## src/rtl/pulse_qualifier_pkg.sv

```systemverilog
// Shared types for the pad-input pulse qualifier: FSM state encoding and counter sizing.
package rgby_pulse_pkg;

  typedef enum logic [1:0] {
    IDLE    = 2'd0,
    QUALIFY = 2'd1,
    ACTIVE  = 2'd2,
    RELEASE = 2'd3
  } qualState_e;

  // Wide enough to hold the larger of the two run-length thresholds without wrapping.
  function automatic int cntWidth(input int minHigh, input int minLow);
    int maxRun;
    maxRun = (minHigh > minLow) ? minHigh : minLow;
    return $clog2(maxRun + 1);
  endfunction

endpackage

```

## src/rtl/pulse_qualifier_synchronizer.sv

```systemverilog
// Multi-flop synchronizer for asynchronous pad levels; shared by other pad inputs.
module signal_synchronizer #(
  parameter int STAGES = 2
) (
  input  logic clk,
  input  logic reset,
  input  logic async_i,
  output logic sync_o
);

  logic [STAGES-1:0] sync_q;

  always_ff @(posedge clk or posedge reset) begin
    if (reset) begin
      sync_q <= '0;
    end else begin
      sync_q <= {sync_q[STAGES-2:0], async_i};
    end
  end

  assign sync_o = sync_q[STAGES-1];

endmodule

```

## src/rtl/pulse_qualifier.sv

```systemverilog
// Turns a bouncy asynchronous level into one clk-domain strobe per qualified pulse.
// Optional width measurement is built when PULSE_QUALIFIER_WIDTH_MEASURE_EN is defined.
module pulse_qualifier
  import rgby_pulse_pkg::*;
#(
  parameter int SYNC_STAGES = 2,
  parameter int MIN_HIGH    = 4,
  parameter int MIN_LOW     = 4
`ifdef PULSE_QUALIFIER_WIDTH_MEASURE_EN
  ,
  parameter int WIDTH_W     = 8
`endif
) (
  input  logic               clk,
  input  logic               reset,
  input  logic               signal_in,
  input  logic               enable,
  output logic               pulse_out,
  output logic               glitch_out,
  output logic               busy
`ifdef PULSE_QUALIFIER_WIDTH_MEASURE_EN
  ,
  output logic [WIDTH_W-1:0] pulse_width,
  output logic               width_valid
`endif
);

  localparam int CW = cntWidth(MIN_HIGH, MIN_LOW);
  localparam logic [CW-1:0] MinHighC = CW'(MIN_HIGH);
  localparam logic [CW-1:0] MinLowC  = CW'(MIN_LOW);
  localparam logic [CW-1:0] CntOne   = CW'(1);

  logic          syncLevel;
  qualState_e    state_q, state_d;
  logic [CW-1:0] cnt_q, cnt_d;
  logic          pulse_q, pulse_d;
  logic          glitch_q, glitch_d;
  logic          busy_q;

  signal_synchronizer #(
    .STAGES(SYNC_STAGES)
  ) uSync (
    .clk    (clk),
    .reset  (reset),
    .async_i(signal_in),
    .sync_o (syncLevel)
  );

  always_ff @(posedge clk or posedge reset) begin
    if (reset) begin
      state_q  <= IDLE;
      cnt_q    <= '0;
      pulse_q  <= 1'b0;
      glitch_q <= 1'b0;
      busy_q   <= 1'b0;
    end else begin
      state_q  <= state_d;
      cnt_q    <= cnt_d;
      pulse_q  <= pulse_d;
      glitch_q <= glitch_d;
      busy_q   <= (state_d != IDLE);
    end
  end

  // cnt holds the current run length of the level being qualified or released.
  always_comb begin
    state_d = state_q;
    cnt_d   = cnt_q;
    if (!enable) begin
      state_d = IDLE;
      cnt_d   = '0;
    end else begin
      case (state_q)
        IDLE: begin
          if (syncLevel) begin
            state_d = QUALIFY;
            cnt_d   = CntOne;
          end
        end
        QUALIFY: begin
          if (!syncLevel) begin
            state_d = IDLE;
            cnt_d   = '0;
          end else if (cnt_q == MinHighC) begin
            state_d = ACTIVE;
            cnt_d   = '0;
          end else begin
            cnt_d = cnt_q + CntOne;
          end
        end
        ACTIVE: begin
          if (!syncLevel) begin
            state_d = RELEASE;
            cnt_d   = CntOne;
          end
        end
        RELEASE: begin
          if (syncLevel) begin
            state_d = ACTIVE;
            cnt_d   = '0;
          end else if (cnt_q == MinLowC) begin
            state_d = IDLE;
            cnt_d   = '0;
          end else begin
            cnt_d = cnt_q + CntOne;
          end
        end
        default: begin
          state_d = IDLE;
          cnt_d   = '0;
        end
      endcase
    end
  end

  always_comb begin
    pulse_d  = 1'b0;
    glitch_d = 1'b0;
    if (enable && (state_q == QUALIFY)) begin
      pulse_d  = syncLevel && (cnt_q == MinHighC);
      glitch_d = !syncLevel;
    end
  end

  assign pulse_out  = pulse_q;
  assign glitch_out = glitch_q;
  assign busy       = busy_q;

`ifdef PULSE_QUALIFIER_WIDTH_MEASURE_EN
  logic [WIDTH_W-1:0] measure_q, measure_d;
  logic [WIDTH_W-1:0] width_q;
  logic               valid_q;
  logic               latchWidth;

  // Bounce highs seen in RELEASE still count toward the measured width.
  always_comb begin
    measure_d = measure_q;
    if (enable && syncLevel) begin
      if (state_q == IDLE) begin
        measure_d = WIDTH_W'(1);
      end else if (measure_q != '1) begin
        measure_d = measure_q + WIDTH_W'(1);
      end
    end
  end

  assign latchWidth = enable && (state_q == RELEASE) && !syncLevel && (cnt_q == MinLowC);

  always_ff @(posedge clk or posedge reset) begin
    if (reset) begin
      measure_q <= '0;
      width_q   <= '0;
      valid_q   <= 1'b0;
    end else begin
      measure_q <= measure_d;
      valid_q   <= latchWidth;
      if (latchWidth) begin
        width_q <= measure_q;
      end
    end
  end

  assign pulse_width = width_q;
  assign width_valid = valid_q;
`endif

endmodule

```

## config.mk

```make
export PLATFORM = sky130hd
export DESIGN_NAME = pulse_qualifier
export DESIGN_NICKNAME = d
export VERILOG_FILES = /design/src/rtl/pulse_qualifier_pkg.sv /design/src/rtl/pulse_qualifier_synchronizer.sv /design/src/rtl/pulse_qualifier.sv
export SDC_FILE = /design/constraint.sdc
export NUM_CORES = 1
export LEC_CHECK = 0
export BUFFER_PORTS_ARGS = -buffer_cell sky130_fd_sc_hd__buf_2
export CORE_AREA = 5 5 42 44
export CTS_CLUSTER_SIZE = 10
export DETAILED_ROUTE_END_ITERATION = 7
export DIE_AREA = 0 0 47 49
export GPL_ROUTABILITY_DRIVEN = 1
export GPL_TIMING_DRIVEN = 0
export SLEW_MARGIN = 20
export SYNTH_ARGS = -nofsm -noshare
export SYNTH_HDL_FRONTEND = slang
export SYNTH_SLANG_ARGS = --single-unit
export TNS_END_PERCENT = 10
```

## constraint.sdc

```tcl
create_clock -name clk -period 1.2 [get_ports clk]
set_input_delay 0.36 -clock clk [delete_from_list [all_inputs] [get_ports clk]]
set_output_delay 0.36 -clock clk [all_outputs]
set_load 0.01 [all_outputs]
```

; Word-level counts from Yosys, hierarchy flattened
; Cells that the tools add are included.
[totals]
register_bits = 10
inputBits = 4
out_inout_bits = 3
elab_cells = 36
[op_classes]
addsub = 1
n_eq_ne = 6
mux = 17
n_reduce_logical = 6
[op_table]
columns = op, count
row1 = $mux W3, 6
row2 = $mux W2, 7
row3 = $pmux W3 S4, 1
row4 = $pmux W2 S4, 1
row5 = $eq A2 B2 Y1 const B, 2
row6 = $add A3 B1 Y3 const B, 1
row7 = $eq A3 B3 Y1 const B, 1
row8 = $ne A3 B2 Y1 const B, 1
row9 = $ne A3 B3 Y1 const B, 1
row10 = $eq A2 B1 Y1 const B, 1
row11 = $logic_and A1 B1 Y1, 2
row12 = $logic_not A2 Y1, 1
row13 = $mux W1, 2
row14 = $reduce_and A2 Y1, 1
row15 = $reduce_bool A2 Y1, 1
row16 = $logic_not A1 Y1, 1

; Logic depth before layout (Yosys ltp)
; Gate-level depths: netlist of the first run.
[logic_depth]
ltp_word = 6
mapped_depth = 5
mapped_depth_nobuf = 5

; Modules after synthesis
; Synthesis of the first run repeated with hierarchy kept, for this count alone.
[unflattened]
hier_cells = 39
hier_area_um2 = 450.4
[modules_own_cells]
columns = module, n_inst, cells_each, area_per_inst_um2, seq_area_each_um2
row1 = pulse_qualifier, 1, 36, 396.6, 200.2
row2 = signal_synchronizer, 1, 3, 53.8, 50.0

; Least setup slack after synthesis of the first run
; No wires, ideal clock.
[synth_path]
path_type = reg-to-reg
from = reg cnt_q[0]
to = reg cnt_q[2]
setup_time_ns = 0.124
t_arrival_ns = 1.099
required_time_ns = 1.076
path_slack_ns = -0.023
stages_incl_launch_ff = 6
n_path_buf = 0
period_less_slack_ns = 1.223
cell_sequence = dfrtp_1 > inv_1 > ha_1 > nor2_1 > and4_1 > o31a_1
[synth_via]
elab_chain_len = 5
elab_cells_between_ends = 7
cone_classes = 1 x add/sub / 1 x eq/ne / 5 x mux
[synth_rtl]
columns = element, line_no
row1 = "start, declared", pulse_qualifier.sv:35  ; logic [CW-1:0] cnt_q, cnt_d;
row2 = "start signal, assigned", pulse_qualifier.sv:58  ; cnt_q <= cnt_d;
row3 = $add A3 B1 Y3 / $eq A3 B3 Y1 (equally long branches), n/a
row4 = $mux W3 *, "pulse_qualifier.sv:84, pulse_qualifier.sv:101"
row5 = $mux W3 (on tied branches), "pulse_qualifier.sv:98, pulse_qualifier.sv:81"
row6 = $pmux W3 S4 *, pulse_qualifier.sv:73  ; case (state_q)
row7 = $mux W3 *, pulse_qualifier.sv:69  ; if (!enable) begin
; Mark *: on every way between the ends. The rest lies on a longest branch, timed or not.
; A chain may end at the register's enable or synchronous reset.

; Final worst setup path of the first run
[layout_path]
from = reg uSync.sync_q[1]
to = reg cnt_q[2]
[layout_via]
elab_chain_len = 3
elab_cells_between_ends = 7
cone_classes = 2 x eq/ne / 4 x mux / 1 x reduce/logical
[layout_rtl]
columns = element, line_no
row1 = "start, declared", pulse_qualifier_synchronizer.sv:11  ; logic [STAGES-1:0] sync_q;
row2 = "start signal, assigned", pulse_qualifier_synchronizer.sv:17  ; sync_q <= {sync_q[STAGES-2:0], async_i};
row3 = $mux W3 (on tied branches), "pulse_qualifier.sv:98, pulse_qualifier.sv:81"
row4 = $pmux W3 S4, pulse_qualifier.sv:73
row5 = $mux W3, pulse_qualifier.sv:69
; Several ways; a longest one is shown, not always the timed one.

==> impl_metrics.yaml, run 1 <==
sta:
  grt_setup_unrepaired: "true"
  tightest_slew_ns: 0.376
  setup_ws_ns: -0.0376
  fmax_mhz: 808
  finalSetupViolations: 1
  finalCriticalPeriod_ns: 1.24
  period_share_pct: 103
  slew_headroom_pct: 74.9
  drv_slew: 0
  finalHoldViolCount: 0
  whs_ns: 0.0609
  skew_ns: 0.00293
clock_network:
  clk_pin_slew_ns: 0.06
  postCtsHoldBufs: 0
  cts_tree: "built"
  cts_buffers: 3
  clkSinkCount: 10
  cts.path.max_buffers: 2
  clock_latency_ns: 0.26
  cts_root_buffer: "clkbuf_4"
  htreeDepth: 1
run_status:
  violations: "setup timing"
  outcome: "finished with violations"
worst_setup_path:
  cp_slowest_cell: "dfrtp_1"
  crit_required_ns: 1.34
  worst_r2r_path_depth: 3
  crit_path_max_fanout: 7
  endpoint_kind: "flip-flop"
  r2r_start: "uSync.sync_q[1]"
  arrival_ns: 1.38
  cp_slowest_stage_delay_ns: 0.41
  crit_chain: "xor2_2 > and4b_2 > o31a_1"
  crit_type: "reg -> reg"
  rr_endpoint: "cnt_q[2]"
  reg2reg_slack_ns: -0.04
  critPathLaunchType: "flip-flop"
power:
  power_frac_clock_pct: 34.1
  combinationalPowerShare_pct: 10.9
  p_per_area_mw_per_mm2: 1120
  p_int_uw: 496
  p_sw_share_pct: 23.1
  power_leakage_uw: 0.000279
  pwr-share-seq_pct: 54.9
  switching_power_uw: 149
  ir_drop_uv: 554
global_routing:
  grt_pass1_vias: 317
  overflow: 0
  antenna_found_initial: 0
  grt_pass1_wl_mm: 1.44
  grt_start_max_net_pins: 11
  track_usage_pct: 9.01
synthesis:
  synthCells: 38
  synth_top_area_cell: "dfrtp_1"
  synthFlopType: "dfrtp_1"
  ys_top_cells_by_count: "10 x dfrtp_1, 3 x inv_1, 3 x nand2_1"
  synth_area_um2: 447
  ys_seq_elements: 10
  avgSynthCellArea_um2: 11.8
  synth_edf_count: 0
  ys_async_sr_fraction_pct: 100
  yosysMostFrequentCell: "dfrtp_1"
  seq_area_frac_synth_pct: 56.0
  ys.warnings.count: 0
  yosysTopAreaCellShare_pct: 56.0
  synth_nets: 44
  yosysUniqueCellTypes: 21
  synth_area_leaders: "dfrtp_1 56%, ha_1 5.6%, xor2_2 3.6%"
place:
  place_ws_ns: -0.0898
  gp_congestion: 0.693
  place_area_um2: 499
  dp_hpwl_um: 539
  port_buffers: 6
finish:
  finalInstanceArea_um2: 577
  area_growth_pct: 29.1
  drive_gt1_share_pct: 49.0
  fin_nets: 59
  antenna_cells: 0
floorplan:
  die_w_um: 47
  die-area_mm2: 0.00230
  io_pins: 7
  coreArea_mm2: 0.00140
  rows: 14
  dieHeight_um: 49
  start_util_pct: 31.9
hold_path:
  min-delay-path-class: "in -> async"
job:
  max-cap-violations: 0
route:
  num_vias: 326
  drtPass1Iterations: 4
  via_per_inst: 4.87
  drt-initial-drc-count: 4
  routed_wl_um: 894
  ant_nets: 0
  wl_per_cell_um: 13.3
  drc: 0
-- registers in the layout (all words and copies together) (netlist names) --
register	cells
state_q	2
busy	1
glitch_out	1
cnt_q	3
pulse_out	1
uSync.sync_q	2
-- worst max-delay path: cells and delay by family, from the launching register on --
family	cells	cell delay [ns]
compound gates	1	0.23
flops	1	0.41
xor+xnor	1	0.22
simple gates	1	0.26
-- power by group through the flow --
stage | registers (uW) | logic [uW] | clock network, uW
finish | 354 | 70.5 | 220
floorplan | 361 | 30.3 | 0
detailed placement | 361 | 49.7 | 0
global route | 356 | 78.1 | 247
global placement | 360 | 48.0 | 0
CTS | 354 | 64.9 | 227
-- metal layers --
metal  part of all wire (%)  global-route usage (%)  vias up
met5                      0                       0        -
met4                    1.1                    6.91        0
met3                    4.7                    2.21        2
met2                     55                    12.2        7
met1                     39                    11.8      157
li1                       -                       -      160
-- cells by family (layout without fill, tap and decap cells) --
logic type                 after synthesis  count (layout)  synth area share (%)
buffers and inverters                    4              17                  3.64
adders and majority gates                2               2                  5.60
AOI/OAI and AO/OA                        6               6                  8.68
DFF                                     10              10                  56.0
and+or+nand+nor                         15              15                  22.4
xor gates and xnor gates                 1               1                  3.64
-- how the worst max path moves through the flow --
stage | from | end | slack (ns) | cells after the start
detailed placement | cnt_q[0] | cnt_q[2] | -0.09 | 5
CTS | uSync.sync_q[1] | cnt_q[2] | -0.03 | 3
floorplan | cnt_q[0] | cnt_q[2] | -0.01 | 5
global route | cnt_q[0] | cnt_q[2] | -0.09 | 5
finish | uSync.sync_q[1] | cnt_q[2] | -0.04 | 3
global placement | cnt_q[0] | cnt_q[2] | -0.07 | 5
-- cell type report --
| cell class | count | area [um^2] |
|---|---|---|
| Multi-Input combinational cell | 24 | 208 |
| Sequential cell | 10 | 250 |
| Fill cell | 154 | 825 |
| Timing Repair Buffer | 10 | 60.1 |
| Clock buffer | 3 | 22.5 |
| Inverter | 3 | 11.3 |
| Tap cell | 16 | 20.0 |
| Buffer | 1 | 5.00 |
-- repair_timing --
item                       CTS  global route
pin swaps                    1             3
gates cloned                 0             0
resized for setup            4             4
setup endpoints to repair    1             6
setup buffers                4             0
-- placed cells by master (no fill, tap or decap) --
master,instances
and3_4,1
and4_1,1
buf_4,4
nor2_2,1
and4bb_2,1
o21a_1,1
nor3b_1,2
and3_2,1
clkbuf_4,3
xor2_2,1
ha_4,1
inv_2,2
clkbuf_2,1
nand3_2,1
o31a_1,1
a21oi_1,1
nor2b_1,1
ha_1,1
nand2_1,3
nor3_1,1
and4b_2,1
inv_1,1
a21boi_1,1
buf_2,6
o21ai_0,1
nand4_1,1
a21oi_2,1
dfrtp_1,10
-- through the flow --
step                utilization [%]  instances  total power [uW]  setup TNS [ns]
global placement               35.6         60               409         -0.0657
floorplan                         -         38               391         -0.0130
detailed placement             35.6         60               411         -0.0898
global route                   41.2         67               682          -0.197
CTS                            40.3         67               646         -0.0282
finish                         41.2         67               645         -0.0376
Power figures use the tool's default switching activity.
==> run 2, diff against run 1 <==
- HOLD_SLACK_MARGIN: not set -> 0.15
- SYNTH_HIERARCHICAL: not set -> 1
==> impl_metrics.yaml, run 2 <==
worst_setup_path:
  critPathLaunchType: "flip-flop"
  crit_path_max_fanout: 6
  crit_required_ns: 1.35
  crit_type: "reg -> reg"
  arrival_ns: 1.37
  endpoint_kind: "flip-flop"
synthesis:
  synth_area_leaders: "dfrtp_1 56%, ha_1 5.6%, xor2_2 3.6%"
  yosysTopAreaCellShare_pct: 55.6
  synth_edf_count: 0
  ys_top_cells_by_count: "10 x dfrtp_1, 4 x inv_1, 3 x nand2_1"
  synthCells: 39
  avgSynthCellArea_um2: 11.5
  ys_async_sr_fraction_pct: 100
  synth_area_um2: 450
  seq_area_frac_synth_pct: 55.6
  synth_top_area_cell: "dfrtp_1"
  synth_nets: 45
  yosysMostFrequentCell: "dfrtp_1"
  yosysUniqueCellTypes: 21
  ys_seq_elements: 10
  synthFlopType: "dfrtp_1"
  ys.warnings.count: 6
finish:
  multi_input_area_um2: 195
  drive_gt1_share_pct: 43.4
  stdcell_count: 69
  filler_cell_count: 141
  largestRegisters: "cnt_q: 3 flops, state_q: 2 flops, uSync/sync_q: 2 flops"
  finalInstanceArea_um2: 584
  antenna_cells: 0
  fin_nets: 60
  largest_reg_flops: 3
  final_common_cell: "dfrtp_1"
  area_growth_pct: 29.7
  regArea_um2: 250
  largest-register: "cnt_q"
  final_cell_mix: "10 x dfrtp_1, 6 x buf_2, 3 x nand2_1, 3 x clkbuf_4, 3 x buf_4"
clock_network:
  cts_tree: "built"
  cts.path.max_buffers: 2
  clock_latency_ns: 0.26
  htreeDepth: 1
  cts_root_buffer: "clkbuf_4"
  cts_buffers: 3
  clkSinkCount: 10
  clk_pin_slew_ns: 0.07
floorplan:
  coreArea_mm2: 0.00140
  die-area_mm2: 0.00230
  io_pins: 7
  rows: 14
  start_util_pct: 32.1
  dieHeight_um: 49
  die_w_um: 47
global_routing:
  overflow: 0
  grt_start_max_net_pins: 10
  grt_pass1_vias: 326
  antenna_found_initial: 0
  track_usage_pct: 8.55
  grt_pass1_wl_mm: 1.39
sta:
  skew_ns: 0.00165
  drv_slew: 0
  tightest_slew_ns: 0.312
  period_share_pct: 102
  setup_ws_ns: -0.0187
  whs_ns: 0.205
  finalHoldViolCount: 0
  grt_setup_unrepaired: "true"
  finalSetupViolations: 1
  slew_headroom_pct: 79.2
  fmax_mhz: 821
  finalCriticalPeriod_ns: 1.22
route:
  routed_wl_um: 786
  wl_per_cell_um: 11.4
  ant_nets: 0
  num_vias: 333
  drc: 0
  drtPass1Iterations: 4
  drt-initial-drc-count: 5
  via_per_inst: 4.83
power:
  ir_drop_uv: 739
  p_per_area_mw_per_mm2: 1220
  finalPower_uw: 715
  power_leakage_uw: 0.000289
run_status:
  outcome: "finished with violations"
  violations: "setup timing"
place:
  place_area_um2: 503
  place_inst: 61
  place_ws_ns: -0.0654
  dp_hpwl_um: 516
  gp_congestion: 0.748
  port_buffers: 6
hold_path:
  min-delay-path-class: "in -> reg"
job:
  max-cap-violations: 0
-- run 2: area by class of cell --
cell class	count	area share, %
Clock buffer	4	6.21
Buffer	1	0.857
Multi-Input combinational cell	24	33.4
Timing Repair Buffer	10	10.7
Inverter	4	2.57
Sequential cell	10	42.8
Tap cell	16	3.43
-- run 2: worst paths after layout --
kind / start / cells after the start / endpoint / slack [ns]
setup / recovery: state_q[1] / 3 / cnt_q[2] / -0.02
max in group asynchronous: reset / 3 / pulse_out / 0.38
min in group asynchronous: reset / 3 / uSync/sync_q[0] / 0.49
hold reg to reg: uSync/sync_q[0] / 0 / uSync/sync_q[1] / 0.36
setup reg to reg: state_q[1] / 3 / cnt_q[2] / -0.02
hold / removal: signal_in / 1 / uSync/sync_q[0] / 0.20
-- run 2: cell families (layout without fill, tap and decap cells) --
group / count (synthesis) / in the layout / share of synthesized area [%]
AOI/OAI and AO/OA: 6 / 6 / 8.61
xor gates and xnor gates: 1 / 1 / 3.61
adders and majority gates: 2 / 2 / 5.55
buffers and inverters: 5 / 19 / 4.44
DFF: 10 / 10 / 55.6
and+or+nand+nor: 15 / 15 / 22.2
-- run 2: power by group --
group | internal [uW] | switching [uW]
logic | 28.7 | 32.8
clock network | 184 | 115
registers | 348 | 6.71
-- run 2: through the flow --
step / setup TNS (ns) / utilization (%)
global route: -0.0753 / 41.7
global placement: -0.0577 / 35.9
floorplan: 0 / -
detailed placement: -0.0654 / 35.9
finish: -0.0187 / 41.7
CTS: -0.0199 / 41.7
-- run 2: timing repair --
item,CTS,global route
hold endpoints to repair,10,0
setup endpoints to repair,2,4
resized for setup,3,2
buffers inserted,3,0
hold buffers,1,0
pin swaps,2,0
-- run 2: worst max-delay path: stages (launching register included) --
cell and delay, ns:
dfrtp_1 0.41, xor2_2 0.21, and4b_2 0.22, o31a_1 0.27
-- run 2: metal layers --
layer  wire length [um]  track usage (%)
met1                341             10.7
met2                388             12.4
met3                 43             2.21
met4                 12             5.53
met5                  0                0
==> run 3, diff against run 2 <==
- REMOVE_ABC_BUFFERS: not set -> 1
==> impl_metrics.yaml, run 3 (synthesized netlist as in run 2, its figures left out) <==
floorplan:
  io_pins: 7
  dieHeight_um: 49
  coreArea_mm2: 0.00140
  die-area_mm2: 0.00230
  die_w_um: 47
  rows: 14
  start_util_pct: 32.1
sta:
  skew_ns: 0.0102
  grt_setup_unrepaired: "true"
  slew_headroom_pct: 79.6
  drv_slew: 0
  finalSetupViolations: 1
  finalCriticalPeriod_ns: 1.22
  period_share_pct: 102
  setup_ws_ns: -0.0240
  finalHoldViolCount: 0
  tightest_slew_ns: 0.306
  fmax_mhz: 817
worst_setup_path:
  cp_slowest_stage_delay_ns: 0.44
  endpoint_kind: "flip-flop"
  critPathLaunchType: "flip-flop"
  crit_required_ns: 1.36
  crit_path_max_fanout: 6
  cp_top_family: "flip-flops"
  rr_endpoint: "cnt_q[2]"
  cp_slowest_cell: "dfrtp_2"
  reg2reg_slack_ns: -0.02
  arrival_ns: 1.38
  critPathBufInv: 0
  crit_end: "cnt_q[2]"
  r2r_start: "uSync/sync_q[1]"
  worst_r2r_path_depth: 3
  crit_type: "reg -> reg"
  crit_chain: "xor2_4 > and4b_2 > o31a_1"
  path_depth: 3
  cp-startpoint: "uSync/sync_q[1]"
finish:
  final_common_cell: "dfrtp_1"
  largest_reg_flops: 3
  antenna_cells: 0
  area_growth_pct: 31.7
  final_cell_mix: "8 x dfrtp_1, 6 x buf_2, 3 x nand2_1, 3 x clkbuf_4, 3 x buf_4"
  drive_gt1_share_pct: 46.2
  multi_input_area_um2: 206
  regArea_um2: 253
  largest-register: "cnt_q"
  finalInstanceArea_um2: 593
  largestRegisters: "cnt_q: 3 flops, state_q: 2 flops, uSync/sync_q: 2 flops"
  fin_util_pct: 42.3
  fin_nets: 59
  filler_cell_count: 156
place:
  port_buffers: 6
  dp_hpwl_um: 502
  place_area_um2: 495
  gp_congestion: 0.642
clock_network:
  htreeDepth: 1
  cts_buffers: 3
  cts_root_buffer: "clkbuf_4"
  clock_latency_ns: 0.27
  clk_pin_slew_ns: 0.07
  cts_tree: "built"
  cts.path.max_buffers: 2
  clkSinkCount: 10
global_routing:
  grt_pass1_wl_mm: 1.45
  grt_start_max_net_pins: 10
  grt_pass1_vias: 348
  antenna_found_initial: 0
  track_usage_pct: 9.18
  overflow: 0
route:
  top_layer: "met4"
  drtPass1Iterations: 4
  wl_met3_um: 65
  drt-initial-drc-count: 4
  drc: 0
  wl_per_cell_um: 12.0
  dr_wl_met2_um: 388
  routed_wl_um: 819
  wl_met1_um: 351
  ant_nets: 0
  num_vias: 331
  via_per_inst: 4.87
power:
  combinationalPowerShare_pct: 8.1
  power_frac_clock_pct: 42.1
  switching_power_uw: 160
  pwr-share-seq_pct: 49.8
  ir_drop_uv: 808
  p_int_uw: 561
  power_leakage_uw: 0.000283
  p_per_area_mw_per_mm2: 1220
  p_sw_share_pct: 22.2
hold_path:
  min-delay-path-class: "in -> reg"
run_status:
  outcome: "finished with violations"
  violations: "setup timing"
job:
  max-cap-violations: 0
==> run 3: worst min path at each step <==
stage | from | end | depth (start not counted)
2_1_floorplan | reset | uSync/sync_q[0] | 1
3_3_place_gp | reset | uSync/sync_q[0] | 2
3_5_place_dp | reset | uSync/sync_q[0] | 2
4_1_cts | signal_in | uSync/sync_q[0] | 1
5_1_grt | signal_in | uSync/sync_q[0] | 1
6_report | signal_in | uSync/sync_q[0] | 1
==> run 3: area by class of cell <==
type / instances / share of cell area, %
Timing Repair Buffer: 10 / 10.5
Clock buffer: 4 / 6.12
Sequential cell: 10 / 42.6
Tap cell: 16 / 3.38
Inverter: 4 / 2.53
Multi-Input combinational cell: 24 / 34.8
==> run 3: power groups by stage <==
stage               sequential [uW]  combinational [uW]  clock, uW
detailed placement              364                42.7          0
global route                    361                66.1        340
CTS                             359                54.6        315
global placement                363                42.4          0
finish                          359                58.5        304
floorplan                       363                25.9          0
==> run 3: through the flow <==
| step | hold WS (ns) | setup TNS (ns) | worst slack, ns | instances | total power [uW] |
|---|---|---|---|---|---|
| final | 0.204 | -0.0240 | -0.0240 | 68 | 721 |
| after global routing | 0.184 | -0.0734 | -0.0734 | 68 | 766 |
| after CTS | 0.194 | -0.0272 | -0.0272 | 67 | 729 |
| after detailed placement | 0.224 | -0.0912 | -0.0912 | 60 | 407 |
| after global placement | 0.220 | -0.0827 | -0.0827 | 60 | 406 |
| after floorplan | 0.101 | -0.0231 | -0.0231 | 38 | 389 |
==> run 3: worst register-to-register path: stages (launching register included) <==
cell and delay (ns):
dfrtp_2 0.44, xor2_4 0.21, and4b_2 0.21, o31a_1 0.27
==> run 3: per-layer routing <==
| metal | up-vias | global-route usage (%) |
|---|---|---|
| met1 | 160 | 11.1 |
| met2 | 10 | 12.0 |
| met3 | 2 | 6.64 |
| li1 | 159 | - |
| met5 | - | 0 |
| met4 | 0 | 4.15 |
==> run 3: repair_timing <==
item                                   in CTS  in global routing
setup endpoints to repair                   1                  2
pin swaps                                   3                  2
setup buffers                               2                  1
endpoints found under the hold margin      10                  0
resized for setup                           7                  1
hold buffers                                1                  0
